**src/rtl/delay_event_pkg.sv**
```systemverilog
// Shared definitions for the delay event generator: FSM encoding, default
// widths and the minimum effective delay used to saturate D=0.
package delay_event_pkg;

    typedef enum logic {
        ST_IDLE  = 1'b0,
        ST_ARMED = 1'b1
    } state_t;

    localparam int CNT_W_DEF  = 16;
    localparam int FCNT_W_DEF = 8;

    // A requested delay of 0 is stretched to this many cycles.
    localparam int DE_MIN = 1;

endpackage

```
**src/rtl/load_down_counter.sv**
```systemverilog
// Loadable down-counter that stops at zero; clear has priority over load,
// load over decrement.
module load_down_counter #(
    parameter int CNT_W = 16
) (
    input  logic             clk,
    input  logic             rst_n,
    input  logic             clear,
    input  logic             load,
    input  logic [CNT_W-1:0] load_val,
    input  logic             en,
    output logic [CNT_W-1:0] count,
    output logic             zero
);

    // NOTE: sequential state uses non-blocking assignments so every register
    // samples pre-edge values, independent of block ordering.
    always_ff @(posedge clk or negedge rst_n) begin
        if (!rst_n) begin
            count <= '0;
        end else if (clear) begin
            count <= '0;
        end else if (load) begin
            count <= load_val;
        end else if (en && (count != '0)) begin
            count <= count - CNT_W'(1);
        end
    end

    assign zero = (count == '0);

endmodule

```
**src/rtl/delay_event_gen.sv**
```systemverilog
// Programmable delay event source: one-shot or periodic fire strobe after an
// accepted request, with cancel and a wrapping fire counter.
module delay_event_gen
    import delay_event_pkg::*;
#(
    parameter int CNT_W  = CNT_W_DEF,
    parameter int FCNT_W = FCNT_W_DEF
) (
    input  logic              clk,
    input  logic              rst_n,
    input  logic              start_valid,
    output logic              start_ready,
    input  logic [CNT_W-1:0]  start_delay,
    input  logic              start_periodic,
    input  logic              cancel,
    output logic              busy,
    output logic              event_pulse,
    output logic [CNT_W-1:0]  remaining,
    output logic [FCNT_W-1:0] fire_count
);

    state_t             state_q, state_d;
    logic [CNT_W-1:0]   de_q;
    logic               periodic_q;
    logic               pulse_q;
    logic               fire_next;
    logic               capture;
    logic               accept;
    logic               fire;
    logic [CNT_W-1:0]   de_in;
    logic               cnt_clear, cnt_load, cnt_en, cnt_zero;
    logic [CNT_W-1:0]   cnt_load_val;

    assign start_ready = (state_q == ST_IDLE) && !cancel;
    assign accept      = start_valid && start_ready;
    assign de_in       = (start_delay < CNT_W'(DE_MIN)) ? CNT_W'(DE_MIN) : start_delay;

    load_down_counter #(.CNT_W(CNT_W)) u_cnt (
        .clk      (clk),
        .rst_n    (rst_n),
        .clear    (cnt_clear),
        .load     (cnt_load),
        .load_val (cnt_load_val),
        .en       (cnt_en),
        .count    (remaining),
        .zero     (cnt_zero)
    );

    // NOTE: every signal written here gets a default first, so no path
    // through the case leaves one unassigned and no latch is inferred.
    always_comb begin
        state_d      = state_q;
        capture      = 1'b0;
        cnt_clear    = 1'b0;
        cnt_load     = 1'b0;
        cnt_en       = 1'b0;
        cnt_load_val = de_q - CNT_W'(1);
        fire_next    = 1'b0;
        case (state_q)
            ST_IDLE: begin
                if (accept) begin
                    state_d      = ST_ARMED;
                    capture      = 1'b1;
                    cnt_load     = 1'b1;
                    cnt_load_val = de_in - CNT_W'(1);
                    fire_next    = (de_in == CNT_W'(1));
                end
            end
            ST_ARMED: begin
                if (cancel) begin
                    state_d   = ST_IDLE;
                    cnt_clear = 1'b1;
                end else if (cnt_zero) begin
                    // Fire cycle: periodic reloads De-1, one-shot retires.
                    if (periodic_q) begin
                        cnt_load  = 1'b1;
                        fire_next = (de_q == CNT_W'(1));
                    end else begin
                        state_d   = ST_IDLE;
                        cnt_clear = 1'b1;
                    end
                end else begin
                    cnt_en    = 1'b1;
                    fire_next = (remaining == CNT_W'(1));
                end
            end
            default: state_d = ST_IDLE;
        endcase
    end

    always_ff @(posedge clk or negedge rst_n) begin
        if (!rst_n) begin
            state_q    <= ST_IDLE;
            de_q       <= '0;
            periodic_q <= 1'b0;
            pulse_q    <= 1'b0;
            fire_count <= '0;
        end else begin
            state_q <= state_d;
            pulse_q <= fire_next;
            if (capture) begin
                de_q       <= de_in;
                periodic_q <= start_periodic;
            end
            if (fire) begin
                fire_count <= fire_count + FCNT_W'(1);
            end
        end
    end

    // Cancel arriving in the fire cycle suppresses the strobe and the count.
    assign fire        = pulse_q && !cancel;
    assign event_pulse = fire;
    assign busy        = (state_q == ST_ARMED);

endmodule
```
**config.mk**
```make
export PLATFORM = sky130hd
export DESIGN_NAME = delay_event_gen
export DESIGN_NICKNAME = d
export VERILOG_FILES = /design/src/rtl/delay_event_pkg.sv /design/src/rtl/load_down_counter.sv /design/src/rtl/delay_event_gen.sv
export SDC_FILE = /design/constraint.sdc
export NUM_CORES = 1
export LEC_CHECK = 0
export ABC_AREA = 1
export CORE_MARGIN = 3
export CORE_UTILIZATION = 35
export DETAILED_ROUTE_END_ITERATION = 10
export GPL_TIMING_DRIVEN = 0
export SYNTH_ARGS = -nofsm -noshare
export SYNTH_HDL_FRONTEND = slang
export SYNTH_SLANG_ARGS = --single-unit
export TNS_END_PERCENT = 30
```
**constraint.sdc**
```tcl
create_clock -name clk -period 2.3 [get_ports clk]
set_input_delay 0.69 -clock clk [delete_from_list [all_inputs] [get_ports clk]]
set_output_delay 0.69 -clock clk [all_outputs]
set_load 0.02 [all_outputs]
```
### Word-level counts from Yosys, hierarchy flattened

Cells that the tools add are included.

* add/subtract/negate cells: 4
* magnitude comparators: 1
* eq/ne operators: 3
* muxes and demuxes: 27
* bitwise logic cells: 1
* reduce and logical (&&, ||, !) cells: 8

Operator list (number)
* 16-bit 2-to-1 mux: 6
* 16-bit by 1-bit equality test with 1-bit output, second input constant: 3
* 16-bit by 1-bit subtractor with 16-bit output, second input constant: 3
* 1-bit 2-to-1 mux: 18
* 16-bit zero test: 1
* 16-bit by 1-bit less-than comparator with 1-bit output, second input constant: 1
* 16-bit nonzero test: 1
* 8-bit by 1-bit adder with 8-bit output, second input constant: 1
* 1-bit case mux with 2 select lines: 3
* 1-bit logical AND: 4
* 3-bit nonzero test: 1
* 1-bit zero test: 1
* 1-bit NOT: 1

* register bits: 43
* bits of input ports: 21
* output and inout bits: 27
* word-level logic and storage cells: 50

### Depth between registers and ports, before layout

Gate-level depths: netlist (run 1).

* depth in word-level cells: 8
* gate-level depth with buffers: 17
* mapped depth without buffers: 17

### Cells and area by module

A second synthesis (run 1) with hierarchy kept.

* cell total of the unflattened synthesis: 525
* area total of the unflattened synthesis: 3420.8 um2

By module, submodules not included
* delay_event_gen: times used 1, cells an instance 328, area each 2193.4 um2, sequential area each 675.6 um2
* load_down_counter: times used 1, cells an instance 197, area each 1227.4 um2, sequential area each 400.4 um2

### Least setup slack after synthesis (run 1)

Ideal clock, no wire load.

* path kind: input-to-reg
* from: input start_delay[4]
* to: register u_cnt.count[12]
* setup time: 0.121 ns
* data arrival time: 2.097 ns
* required time: 2.179 ns
* path slack: 0.082 ns
* stages: 17
* buffers on the path: 0
* cells stage by stage: nor2_1 -> nand2_1 -> nor2_1 -> nand2_1 -> nand2_1 -> inv_1 -> ha_1 -> nand2_1 -> inv_1 -> nand2_1 -> nor2_1 -> nand2_1 -> nand2_1 -> nand2_1 -> nand2_1 -> a21oi_1 -> o21ai_1

* longest elaborated chain between the ends: 7

Ends and longest elaborated chain
* from (decl): RTL line delay_event_gen.sv:13 `input logic [CNT_W-1:0] start_delay,`
* 16-bit by 1-bit less-than comparator with 1-bit output: RTL line delay_event_gen.sv:36 `assign de_in = (start_delay < CNT_W'(DE_MIN)) ? CNT_W'(DE_MIN) : start_delay;`
* 16-bit 2-to-1 mux: RTL line delay_event_gen.sv:36
* via de_in[0]: RTL line delay_event_gen.sv:30 `logic [CNT_W-1:0] de_in;`
* 16-bit by 1-bit subtractor with 16-bit output: RTL line delay_event_gen.sv:65 `cnt_load_val = de_in - CNT_W'(1);`
* 16-bit 2-to-1 mux: RTL line delay_event_gen.sv:61 `if (accept) begin`
* 16-bit 2-to-1 mux: RTL line delay_event_gen.sv:59 `case (state_q)`
* 16-bit 2-to-1 mux: RTL line load_down_counter.sv:23 `end else if (load) begin`
* 16-bit 2-to-1 mux: RTL line load_down_counter.sv:21 `end else if (clear) begin`
* to (signal assigned): RTL line load_down_counter.sv:24 `count <= load_val;`
* to (signal assigned): RTL line load_down_counter.sv:26 `count <= count - CNT_W'(1);`
* to (decl): RTL line load_down_counter.sv:12 `output logic [CNT_W-1:0] count,`

The timed path passes the listed nets, and every way through them passes these cells.
A chain may end at the register's enable or synchronous reset.

### Worst setup path in the final report (run 1)

* from: input start_delay[9]
* to: register u_cnt.count[12]

Same word-level chain as after synthesis.

==> results of run 1 <==
-- cell usage in the layout (no fill, tap or decap), types with 3 or more instances in the layout --
cell type        count
a21oi_1              7
a21oi_2              3
buf_2                8
buf_4               32
clkbuf_2            10
clkbuf_8             6
clkdlybuf4s50_1     27
dfrtp_1             43
dlygate4sd2_1        6
ha_1                 7
inv_1               54
inv_2                5
nand2_1            126
nand2_2              6
nand3_1             37
nand4_1             12
nor2_1              55
nor2_2              11
nor2_4               5
nor3_1               6
nor4_1               3
o211ai_1             3
o21ai_0             21
o21ai_1             12
o21ai_2              3
xnor2_1              8
xor2_1              18
-- cell families (layout without fill, tap and decap cells) --
family                     after synthesis  count (layout)  synth area share
and+or+nand+nor                        274             274             0.381
buffers and inverters                   72             158            0.0946
DFF                                     43              43             0.329
AOI/OAI and AO/OA                       55              55            0.0950
adders and majority gates                8               8            0.0306
xor gates and xnor gates                26              26            0.0697
-- per-layer routing --
layer | share of wire | wire length (um) | up-vias | global-route usage
met2 | 0.44 | 4410 | 142 | 0.298
li1 | - | - | 1701 | -
met3 | 0.062 | 614 | 24 | 0.0338
met1 | 0.47 | 4610 | 1577 | 0.276
met4 | 0.027 | 268 | 0 | 0.0757
met5 | 0 | 0 | - | 0
-- state kept, by name, summed over array words and instances (netlist names) --
name         flops
de_q            16
u_cnt.count     16
fire_count       8
busy             1
periodic_q       1
pulse_q          1
-- power groups by stage --
stage          clock [mW]  combinational [mW]  sequential, mW
2_1_floorplan           0                1.52            1.45
3_3_place_gp            0                2.35            1.37
3_5_place_dp            0                2.38            1.38
4_1_cts             0.656                2.43            1.36
5_1_grt             0.680                2.73            1.41
6_report            0.630                2.43            1.36
-- worst max-delay path: cells and delay by family --
family	cells	cell delay, ns
AND/OR/NAND/NOR	12	0.91
adder cells (fa/ha/maj)	1	0.20
buffers and inverters	3	0.41
AO/OA/AOI/OAI	2	0.21
-- through the flow --
stage	cell area, um2	instances
after floorplan	3270	478
after global placement	3870	633
after detailed placement	3890	634
after CTS	4240	670
after global routing	4230	672
final	4230	672
-- area by class of cell --
class | count | area (um2)
fillers | 918 | 4660
well taps | 108 | 135
inverters | 61 | 234
multi-input cells | 363 | 1940
plain buffers | 11 | 75.1
clock inverters | 2 | 35.0
clock buffers | 6 | 82.6
flip-flops and latches | 43 | 1080
repair buffers | 78 | 649
-- final timing paths --
path | from | to | slack (ns) | cells after the start
max | start_delay[9] | u_cnt.count[12]$_DFFE_PN0P_ | 0.07 | 18
min | rst_n | fire_count[7]$_DFFE_PN0P_ | 0.31 | 1
max reg2reg | u_cnt.count[0]$_DFFE_PN0P_ | u_cnt.count[15]$_DFFE_PN0P_ | 0.36 | 11
min reg2reg | fire_count[7]$_DFFE_PN0P_ | fire_count[7]$_DFFE_PN0P_ | 0.48 | 1
max in group asynchronous | rst_n | u_cnt.count[6]$_DFFE_PN0P_ | 1.50 | 2
min in group clk | fire_count[7]$_DFFE_PN0P_ | fire_count[7]$_DFFE_PN0P_ | 0.48 | 1
-- repair_timing --
item,CTS,global route
setup buffers,28,3
pin swaps,14,13
endpoints found under the setup margin,11,7
gates resized for setup,41,29
==> results summary, run 1 <==
The flow ran to the end, and the final reports show no timing, DRC or antenna violations. The placer's final routability congestion estimate came out at around 0.93. The full die area is ~11000 um2. The Yosys step of the flow raised 0 warnings. The synthesized area per cell is 6.84 um2.

The violation count after the first detailed-route iteration came out at roughly 300. The most used cell along the critical path is nand2_1. The signal on the critical path passes through dlygate4sd2_1 > nor2_1 > nand2_1 > nor2_2 > nand2_2 > nand2_2 > inv_1 > ha_2 > nand2_2 > inv_2 > nand2_4 > nor2_4 > nand2_1 > nand2_1 > nand2_1 > nand2_1 > a21oi_2 > o21ai_1. The area of the placeable core came out at roughly 8900 um2. The cell chosen for the clock root is clkbuf_8. The core occupancy in the finished layout is 0.476.

By startpoint and endpoint, the worst setup path is classified as primary input to flop. Summed over all instances, the cell type with the most area after synthesis is dfrtp_1. The slowest cell on the critical path is dlygate4sd2_1. Dividing the final minimum period by the clock period gives 0.968. Along the worst path, the maximum fanout reaches 4. The cell area after synthesis came out at between 3000 and 4000 um2. The worst setup path is launched from a primary input. The count of different cell masters after synthesis is 40. The number of flip-flops and latches in the synthesized netlist came out at 43. At the pin with the least slew margin, the transition time is ~0.42 ns. The leakage power of the design came out at between 2 and 2.5 nW. The number of enable-type register cells in the synthesized netlist came out at 0. The wire length of the first global-routing pass is 16100 um. The path type of the worst min-delay path is primary input to async pin. The peak per-stage delay on the critical path is between 0.2 and 0.3 ns. The post-layout worst setup margin is 0.0732 ns.

The source-to-sink clock delay at the later pin of the worst-skew pair is ~0.30 ns. The worst setup path is captured at a flop. The count of max-cap constraint violations came out at 0. TritonCTS built the clock tree. The arrival time at the worst endpoint came out at ~2.4 ns. Of the total power, registers draw 0.308.

Once detail routing completed, the nets flagged for antenna violations numbered 0. The power density normalized to cell area is 1050 nW/um2. The power share of the combinational group came out at 0.550. The number of hold buffers added after CTS came out at 0. The synthesized net count is 507. Sorting the synthesized cells by how often they occur yields nand2_1, nor2_1, inv_1, dfrtp_1, nand3_1. For this run, the top clock speed supported by timing is 449 MHz. The all-layer global routing usage came out at 0.196. The power share of the clock group is 0.142. The number of failing setup endpoints in the final timing report came out at 0. The layout cell share with drive strength beyond 1 is 0.190. The buffer depth of the longest clock path is 2. The design internal power is approximately 2.3 mW. The signed area change from the synthesized netlist to the final layout came out at 29.4%. For this design the top-level I/O count stands at 48.

The switching fraction of total power is 0.471. The post-CTS clock slew at the launch and capture registers of the worst setup and hold paths is 0.09 ns. The post-synthesis async set-or-reset flop share came out at 1.00. Clock tree synthesis found a total of between 40 and 50 sinks. The post-route DRC violation count is 0.

The number of failing hold endpoints at the final stage came to 0. The via count of the first global-routing pass is ~3200. The initial antenna violation count came out at 0. The placed wire-length estimate after detailed placement came out at ~7500 um. The via count of the routed design came out at approximately 3400. The cell count after synthesis is about 480. The relative slew slack is 0.715. The vias per cell is 5.13. The initial core utilization came out at 0.368. The total net switching power is around 2.1 mW. The total grt overflow came out at 0. The width of the die came out at between 100 and 150 um. The floorplan has 34 rows. The max-slew violation count came to 0. OpenSTA, run right after detailed placement, puts the worst setup slack at -0.831 ns.

The number of iterations in the first detailed-routing pass came out at 5. STA puts the critical path data required time at between 2 and 3 ns. The aggregate negative setup slack came out at 0 ns. The worst-case clock skew is slightly below 0.006 ns.

After detailed routing, the average wire length per cell comes to roughly 15 um. Among all cell types in the netlist, the one instantiated most often is nand2_1. The wire length reported by the detailed router came out at a little under 10000 um. The share of the synthesized area in the top cell type is 0.329. The most used flip-flop cell after synthesis is dfrtp_1. The worst ir drop on vdd is 0.562 mV. The net count reported at finish came out at roughly 600. The worst hold slack came out at slightly above 0.3 ns. The number of buffers created by CTS came out at 5. The number of antenna diodes is 0. Yosys attributes the largest share of cell area to dfrtp_1, nand2_1, nor2_1, inv_1, nand3_1. The H-tree generated during clock tree synthesis spans 2 levels. The power after layout came out at between 4 and 5 mW. The count of port buffers added during placement came out at 47. The routed design could run at a clock period as short as between 2 and 2.5 ns. The pin count of the biggest net entering global routing is 27. The sequential fraction of the synthesis area came out at 0.329. The height of the die is 103 um.
No activity file was read; power rests on OpenSTA's default activity.
==> run 2: changes to the inputs <==
--- a/config.mk
+++ b/config.mk
@@ -10,6 +10,7 @@
 export CORE_UTILIZATION = 35
 export DETAILED_ROUTE_END_ITERATION = 10
 export GPL_TIMING_DRIVEN = 0
+export SLEW_MARGIN = 20
 export SYNTH_ARGS = -nofsm -noshare
 export SYNTH_HDL_FRONTEND = slang
 export SYNTH_SLANG_ARGS = --single-unit
==> results of run 2 <==
The final DEF is identical to that of run 1; final timing and power are the same.
